File: config.mk
export PLATFORM = sky130hd
export DESIGN_NAME = layer_flatten
export DESIGN_NICKNAME = d
export VERILOG_FILES = /design/src/rtl/layer_flatten_pkg.sv /design/src/rtl/layer_flatten.sv
export SDC_FILE = /design/constraint.sdc
export NUM_CORES = 1
export LEC_CHECK = 0
export ABC_AREA = 1
export CAP_MARGIN = 20
export CORE_MARGIN = 3
export CORE_UTILIZATION = 40
export CTS_CLUSTER_SIZE = 28
export DETAILED_ROUTE_END_ITERATION = 10
export PLACE_DENSITY = 0.68
export RECOVER_POWER = 25
export REMOVE_ABC_BUFFERS = 1
export SYNTH_ARGS = -nofsm -noshare
export SYNTH_HDL_FRONTEND = slang
export SYNTH_SLANG_ARGS = --single-unit
File: constraint.sdc
create_clock -name clk -period 2.08 [get_ports clk]
set_clock_uncertainty 0.15 [all_clocks]
set_input_delay 0.416 -clock clk [delete_from_list [all_inputs] [get_ports clk]]
set_output_delay 0.416 -clock clk [all_outputs]
set_load 0.05 [all_outputs]
File: src/rtl/layer_flatten_pkg.sv
// Shared layer-memory constants and types for the conv/pool and flatten stages.
package layer_flatten_pkg;

  // Layer-memory bus geometry
  localparam int DATA_W      = 20;
  localparam int ADDR_W      = 12;
  localparam int POOL_N_ELEM = 1024;

  // Bank select codes on the shared layer-memory bus
  typedef enum logic [2:0] {
    SEL_NONE  = 3'd0,
    SEL_L0_K0 = 3'd1,
    SEL_L0_K1 = 3'd2,
    SEL_L1_K0 = 3'd3,
    SEL_L1_K1 = 3'd4,
    SEL_L2    = 3'd5
  } csel_e;

  // Banks used by the flatten stage: two pooled maps in, one flatten vector out
  localparam logic [2:0] SEL_K0  = SEL_L1_K0;
  localparam logic [2:0] SEL_K1  = SEL_L1_K1;
  localparam logic [2:0] SEL_OUT = SEL_L2;

  // Flatten sequencer states: two reads then two writes per element pair
  typedef enum logic [2:0] {
    ST_IDLE = 3'd0,
    ST_RD0  = 3'd1,
    ST_RD1  = 3'd2,
    ST_WR0  = 3'd3,
    ST_WR1  = 3'd4,
    ST_FIN  = 3'd5
  } flat_state_e;

endpackage

File: src/rtl/layer_flatten.sv
// Flatten stage: interleaves the two pooled maps into the layer-2 memory.
// Element 2k of the output is kernel0[k], element 2k+1 is kernel1[k].
module layer_flatten
  import layer_flatten_pkg::*;
#(
  parameter int N_ELEM = POOL_N_ELEM
) (
  input  logic              clk,
  input  logic              reset,
  input  logic              start,
  output logic              busy,
  output logic              done,
  output logic              crd,
  output logic [ADDR_W-1:0] caddr_rd,
  input  logic [DATA_W-1:0] cdata_rd,
  output logic              cwr,
  output logic [ADDR_W-1:0] caddr_wr,
  output logic [DATA_W-1:0] cdata_wr,
  output logic [2:0]        csel
);

  localparam int IDX_W = $clog2(N_ELEM);
  localparam logic [IDX_W-1:0] IDX_LAST = IDX_W'(N_ELEM - 1);

  flat_state_e       r_state;
  flat_state_e       w_stateNext;
  logic [IDX_W-1:0]  r_idx;
  logic [DATA_W-1:0] r_d0;
  logic [DATA_W-1:0] r_d1;
  logic              r_busy;
  logic              r_done;

  logic              w_lastIdx;
  logic [ADDR_W-1:0] w_rdAddr;
  logic [ADDR_W-1:0] w_wrAddrEven;
  logic [ADDR_W-1:0] w_wrAddrOdd;

  // The terminal compare is on the last element so idx never wraps mid-run;
  // write addresses are the element index with the kernel number as LSB.
  assign w_lastIdx    = (r_idx == IDX_LAST);
  assign w_rdAddr     = ADDR_W'(r_idx);
  assign w_wrAddrEven = ADDR_W'({r_idx, 1'b0});
  assign w_wrAddrOdd  = ADDR_W'({r_idx, 1'b1});

  // State register; reset drops any run in progress straight back to idle
  always_ff @(posedge clk or posedge reset) begin
    if (reset) begin
      r_state <= ST_IDLE;
    end else begin
      r_state <= w_stateNext;
    end
  end

  // Next-state logic: start only matters in idle, so pulses while running are ignored
  always_comb begin
    w_stateNext = r_state;
    unique case (r_state)
      ST_IDLE: if (start) w_stateNext = ST_RD0;
      ST_RD0:  w_stateNext = ST_RD1;
      ST_RD1:  w_stateNext = ST_WR0;
      ST_WR0:  w_stateNext = ST_WR1;
      ST_WR1:  w_stateNext = w_lastIdx ? ST_FIN : ST_RD0;
      ST_FIN:  w_stateNext = ST_IDLE;
      default: w_stateNext = ST_IDLE;
    endcase
  end

  // Datapath: element counter, the two read-data holding registers, busy and done.
  // Read data arrives one cycle after its strobe, so kernel0 data is caught in RD1
  // and kernel1 data in WR0; done is registered so it lines up with busy falling.
  always_ff @(posedge clk or posedge reset) begin
    if (reset) begin
      r_idx  <= '0;
      r_d0   <= '0;
      r_d1   <= '0;
      r_busy <= 1'b0;
      r_done <= 1'b0;
    end else begin
      r_done <= (r_state == ST_FIN);
      unique case (r_state)
        ST_IDLE: if (start) r_busy <= 1'b1;
        ST_RD0:  ;
        ST_RD1:  r_d0 <= cdata_rd;
        ST_WR0:  r_d1 <= cdata_rd;
        ST_WR1:  if (!w_lastIdx) r_idx <= r_idx + IDX_W'(1);
        ST_FIN: begin
          r_busy <= 1'b0;
          r_idx  <= '0;
        end
        default: ;
      endcase
    end
  end

  // Bus outputs are decoded only from registered state, never from inputs
  always_comb begin
    crd      = 1'b0;
    cwr      = 1'b0;
    csel     = SEL_NONE;
    caddr_rd = '0;
    caddr_wr = '0;
    cdata_wr = '0;
    unique case (r_state)
      ST_RD0: begin
        crd      = 1'b1;
        csel     = SEL_K0;
        caddr_rd = w_rdAddr;
      end
      ST_RD1: begin
        crd      = 1'b1;
        csel     = SEL_K1;
        caddr_rd = w_rdAddr;
      end
      ST_WR0: begin
        cwr      = 1'b1;
        csel     = SEL_OUT;
        caddr_wr = w_wrAddrEven;
        cdata_wr = r_d0;
      end
      ST_WR1: begin
        cwr      = 1'b1;
        csel     = SEL_OUT;
        caddr_wr = w_wrAddrOdd;
        cdata_wr = r_d1;
      end
      default: ;
    endcase
  end

  assign busy = r_busy;
  assign done = r_done;

endmodule

==> metrics, run 1 <==
status=complete, but fails checks; violated checks=setup timing; post-layout worst setup margin=-0.1809 ns; leading post-synthesis cells by instance count=87 x sky130_fd_sc_hd__nand2_1, 69 x sky130_fd_sc_hd__o21ai_0, 63 x sky130_fd_sc_hd__inv_1; Final Slew Violations=0; worst-case vdd ir drop=0.8862 mV; Root Buffer=sky130_fd_sc_hd__clkbuf_8; number of enable-type register cells in the synthesized netlist=0; setup TNS after final layout=-5.968 ns; detailed route wirelength on metal2=4.446 mm; drt drc=0; mapped cell area=0.002718 mm²; cts bufs inserted=5; Vias=2798; CTS tree=done; worst slew slack as a fraction of its limit=45.99%; Max clock buf depth=2; # H-tree levels=2; final hold viol count=0; Yosys reg bits=55; die outline height=88.43 µm; post-CTS clock slew at the launch and capture registers of the worst setup and hold paths=0.11 ns; top cell type's share of synthesized area=50.64%; hold_buf cts=0; Max Freq=442.3 MHz; Via density=5.125; I/O pin count=74; most common flop cell mapped by yosys=sky130_fd_sc_hd__dfrtp_1; CP Class=reg2out; proportion of synthesized chip area in sequential cells=50.64%; non-filler cells, final=546; Horiz. Die Dim=88.43 µm; type of element launching the critical path=flip-flop; routed length on met1=3.416 mm; required time at the endpoint of the critical path=1.51 ns; total number of nets in the final design=492; period utilisation layout=108.7%; area added between synthesis and finish=85.22%; Least-Margin Pin Slew=0.8102 ns; clock tree sinks=55; wire length of the first global-routing pass=12.52 mm; RSZ-0062 raised after global routing=true; Starting Density=42.08%; number of DRC markers in iteration 0=117; post-route antenna net violation count=0; cell types with the largest area share after synthesis=sky130_fd_sc_hd__dfrtp_1 51%, sky130_fd_sc_hd__o21ai_0 13%, sky130_fd_sc_hd__nand2_1 12%; Total Routing Usage GR=20.52%; number of antenna violations at the first check in global routing=0; crit path time final=2.261 ns; crit path capture type=primary output; most common cell in the netlist=sky130_fd_sc_hd__nand2_1; setup-violating endpoint count in the final report=45; number of global-route vias before repair=2577; count of standard-cell rows=29; critical path arrival=1.69 ns; Unique masters post-synth=24; Antenna Cells=0; number of warnings printed during yosys synthesis=0; Power Dens Cells=1510 mW/mm²; share of async-settable or async-resettable flops after synthesis=100.0%; GP Congestion=0.8653; layout cells sized above 1=36.67%; class of the tightest hold or removal check=in2async; total half-perimeter wirelength after legalization and detailed placement=4.570 mm; max-cap check violation count=0; Core Area=0.006459 mm²; worst skew pair latency=0.30 ns; maximum number of pins on one net before global-route repair=42; Cells after DPL=501; aggregate routed wire length=8.642 mm; first-pass iteration count of the detailed router=5; average cell area after synthesis=7.612 µm²; crit path max fanout=4; static power due to leakage=0.002314 µW; number of input and output port buffers inserted=70; met3 routed WL=496 µm; highest signal layer in the routed design=met4; Gate Count Post-Synth=357; total die area=0.007819 mm²; cell type with the largest total area after synthesis=sky130_fd_sc_hd__dfrtp_1; grt total ovfl=0; Routed wire per std cell=15.83 µm
==> per-layer routing <==
layer  track usage, %  up-vias
met1            27.47     1337
met5                0        -
li1                 -     1315
met3            3.445       23
met4            4.258        0
met2            35.21      123
==> registers in the layout, indices dropped and copies added, names as in the netlist <==
register / count
busy: 1
r_d0: 20
r_state: 3
r_d1: 20
done: 1
r_idx: 10
==> what timing repair did <==
| action | in CTS | in global routing |
|---|---|---|
| endpoints found under the setup margin | 43 | 47 |
| pin swaps | 3 | 8 |
| gates cloned | 2 | 6 |
| gates resized for setup | 112 | 47 |
| setup buffers | 16 | 15 |
==> final cells by class <==
type | count | area (µm²)
clock buffer | 6 | 72.57
clock inverter | 2 | 16.27
fill | 395 | 1425
inverter | 67 | 274.0
multi-input combinational | 220 | 1468
sequential | 55 | 1378
tap | 77 | 96.34
timing repair buffer | 117 | 1707
timing repair inverter | 2 | 22.52
==> path summary, 6_finish.rpt <==
kind | depth (start not counted) | start | slack (ns) | endpoint
setup / recovery | 8 | r_state[2]$_DFFE_PP0P_ | -0.18 | cdata_wr[10]
hold / removal | 2 | reset | 0.25 | r_d0[10]$_DFFE_PP0P_
setup reg to reg | 10 | r_state[2]$_DFFE_PP0P_ | 0.26 | r_idx[2]$_DFFE_PP0P_
hold reg to reg | 2 | r_d0[11]$_DFFE_PP0P_ | 0.34 | r_d0[11]$_DFFE_PP0P_
max in group asynchronous | 3 | reset | 0.48 | r_state[1]$_DFFE_PP0P_
min in group clk | 2 | r_d0[11]$_DFFE_PP0P_ | 0.34 | r_d0[11]$_DFFE_PP0P_
==> power by group <==
part / switching [µW] / total, µW / internal [µW]
registers: 302 / 1820 / 1520
logic: 2950 / 5170 / 2220
clock network: 368 / 611 / 243
total: 3620 / 7600 / 3990
==> critical path, cell delays in order (launching register included) <==
cell,delay [ns]
sky130_fd_sc_hd__dfrtp_1,0.40
sky130_fd_sc_hd__inv_2,0.08
sky130_fd_sc_hd__buf_6,0.12
sky130_fd_sc_hd__nor2_4,0.16
sky130_fd_sc_hd__buf_4,0.16
sky130_fd_sc_hd__clkbuf_16,0.13
sky130_fd_sc_hd__nand2_1,0.09
sky130_fd_sc_hd__o21ai_4,0.09
sky130_fd_sc_hd__buf_12,0.16
==> cell usage in the layout (no fill, tap or decap), types with 5 or more instances in the layout <==
master	count
sky130_fd_sc_hd__o21ai_4	18
sky130_fd_sc_hd__nand2_4	5
sky130_fd_sc_hd__nand2_1	74
sky130_fd_sc_hd__clkdlybuf4s50_1	22
sky130_fd_sc_hd__buf_6	10
sky130_fd_sc_hd__nand2_2	10
sky130_fd_sc_hd__dfrtp_1	54
sky130_fd_sc_hd__inv_2	5
sky130_fd_sc_hd__inv_1	59
sky130_fd_sc_hd__buf_4	27
sky130_fd_sc_hd__buf_12	48
sky130_fd_sc_hd__clkbuf_8	5
sky130_fd_sc_hd__nor2_4	21
sky130_fd_sc_hd__o21ai_0	49
sky130_fd_sc_hd__nand3_1	12
sky130_fd_sc_hd__clkbuf_16	6
sky130_fd_sc_hd__nor2_1	7
==> through the flow <==
stage          power, µW  utilization [%]  instance area [µm²]  hold slack [ns]  setup WS (ns)
6_report            7602            77.93                 5034           0.2489        -0.1809
2_1_floorplan       3612                -                 2631           0.3030         -1.394
5_1_grt             8014            77.93                 5034           0.2554        -0.2351
3_5_place_dp        5299            62.19                 4016           0.3233        0.08567
3_3_place_gp        5227            62.19                 4016           0.3159         0.1182
4_1_cts             6830            71.77                 4636           0.1253        -0.1342
==> cell families (layout without fill, tap and decap cells) <==
kind of cell / count (synthesis) / after routing / synth area share [%]
simple gates: 139 / 139 / 21.18
buf+inv: 84 / 194 / 12.71
compound gates: 74 / 74 / 13.90
flops: 55 / 55 / 50.64
xor+xnor: 3 / 3 / 0.9670
fa+ha+maj: 1 / 1 / 0.4603
other cells: 1 / 3 / 0.1380
No activity file was read; power rests on OpenSTA's default activity.
==> run 2, diff against run 1 <==
--- a/config.mk
+++ b/config.mk
@@ -6,9 +6,11 @@
 export NUM_CORES = 1
 export LEC_CHECK = 0
 export ABC_AREA = 1
+export ABC_CLOCK_PERIOD_IN_PS = 2080
 export CAP_MARGIN = 20
 export CORE_MARGIN = 3
 export CORE_UTILIZATION = 40
+export CTS_CLUSTER_DIAMETER = 150
 export CTS_CLUSTER_SIZE = 28
 export DETAILED_ROUTE_END_ITERATION = 10
 export PLACE_DENSITY = 0.68
==> results of run 2 <==
Same layout as run 1: the final DEF is identical, and so are final timing and power.
==> run 3, diff against run 2 <==
--- a/config.mk
+++ b/config.mk
@@ -11,7 +11,7 @@
 export CORE_MARGIN = 3
 export CORE_UTILIZATION = 40
 export CTS_CLUSTER_DIAMETER = 150
-export CTS_CLUSTER_SIZE = 28
+export CTS_CLUSTER_SIZE = 12
 export DETAILED_ROUTE_END_ITERATION = 10
 export PLACE_DENSITY = 0.68
 export RECOVER_POWER = 25
==> results of run 3 <==
Same layout as run 1: the final DEF is identical, and so are final timing and power.
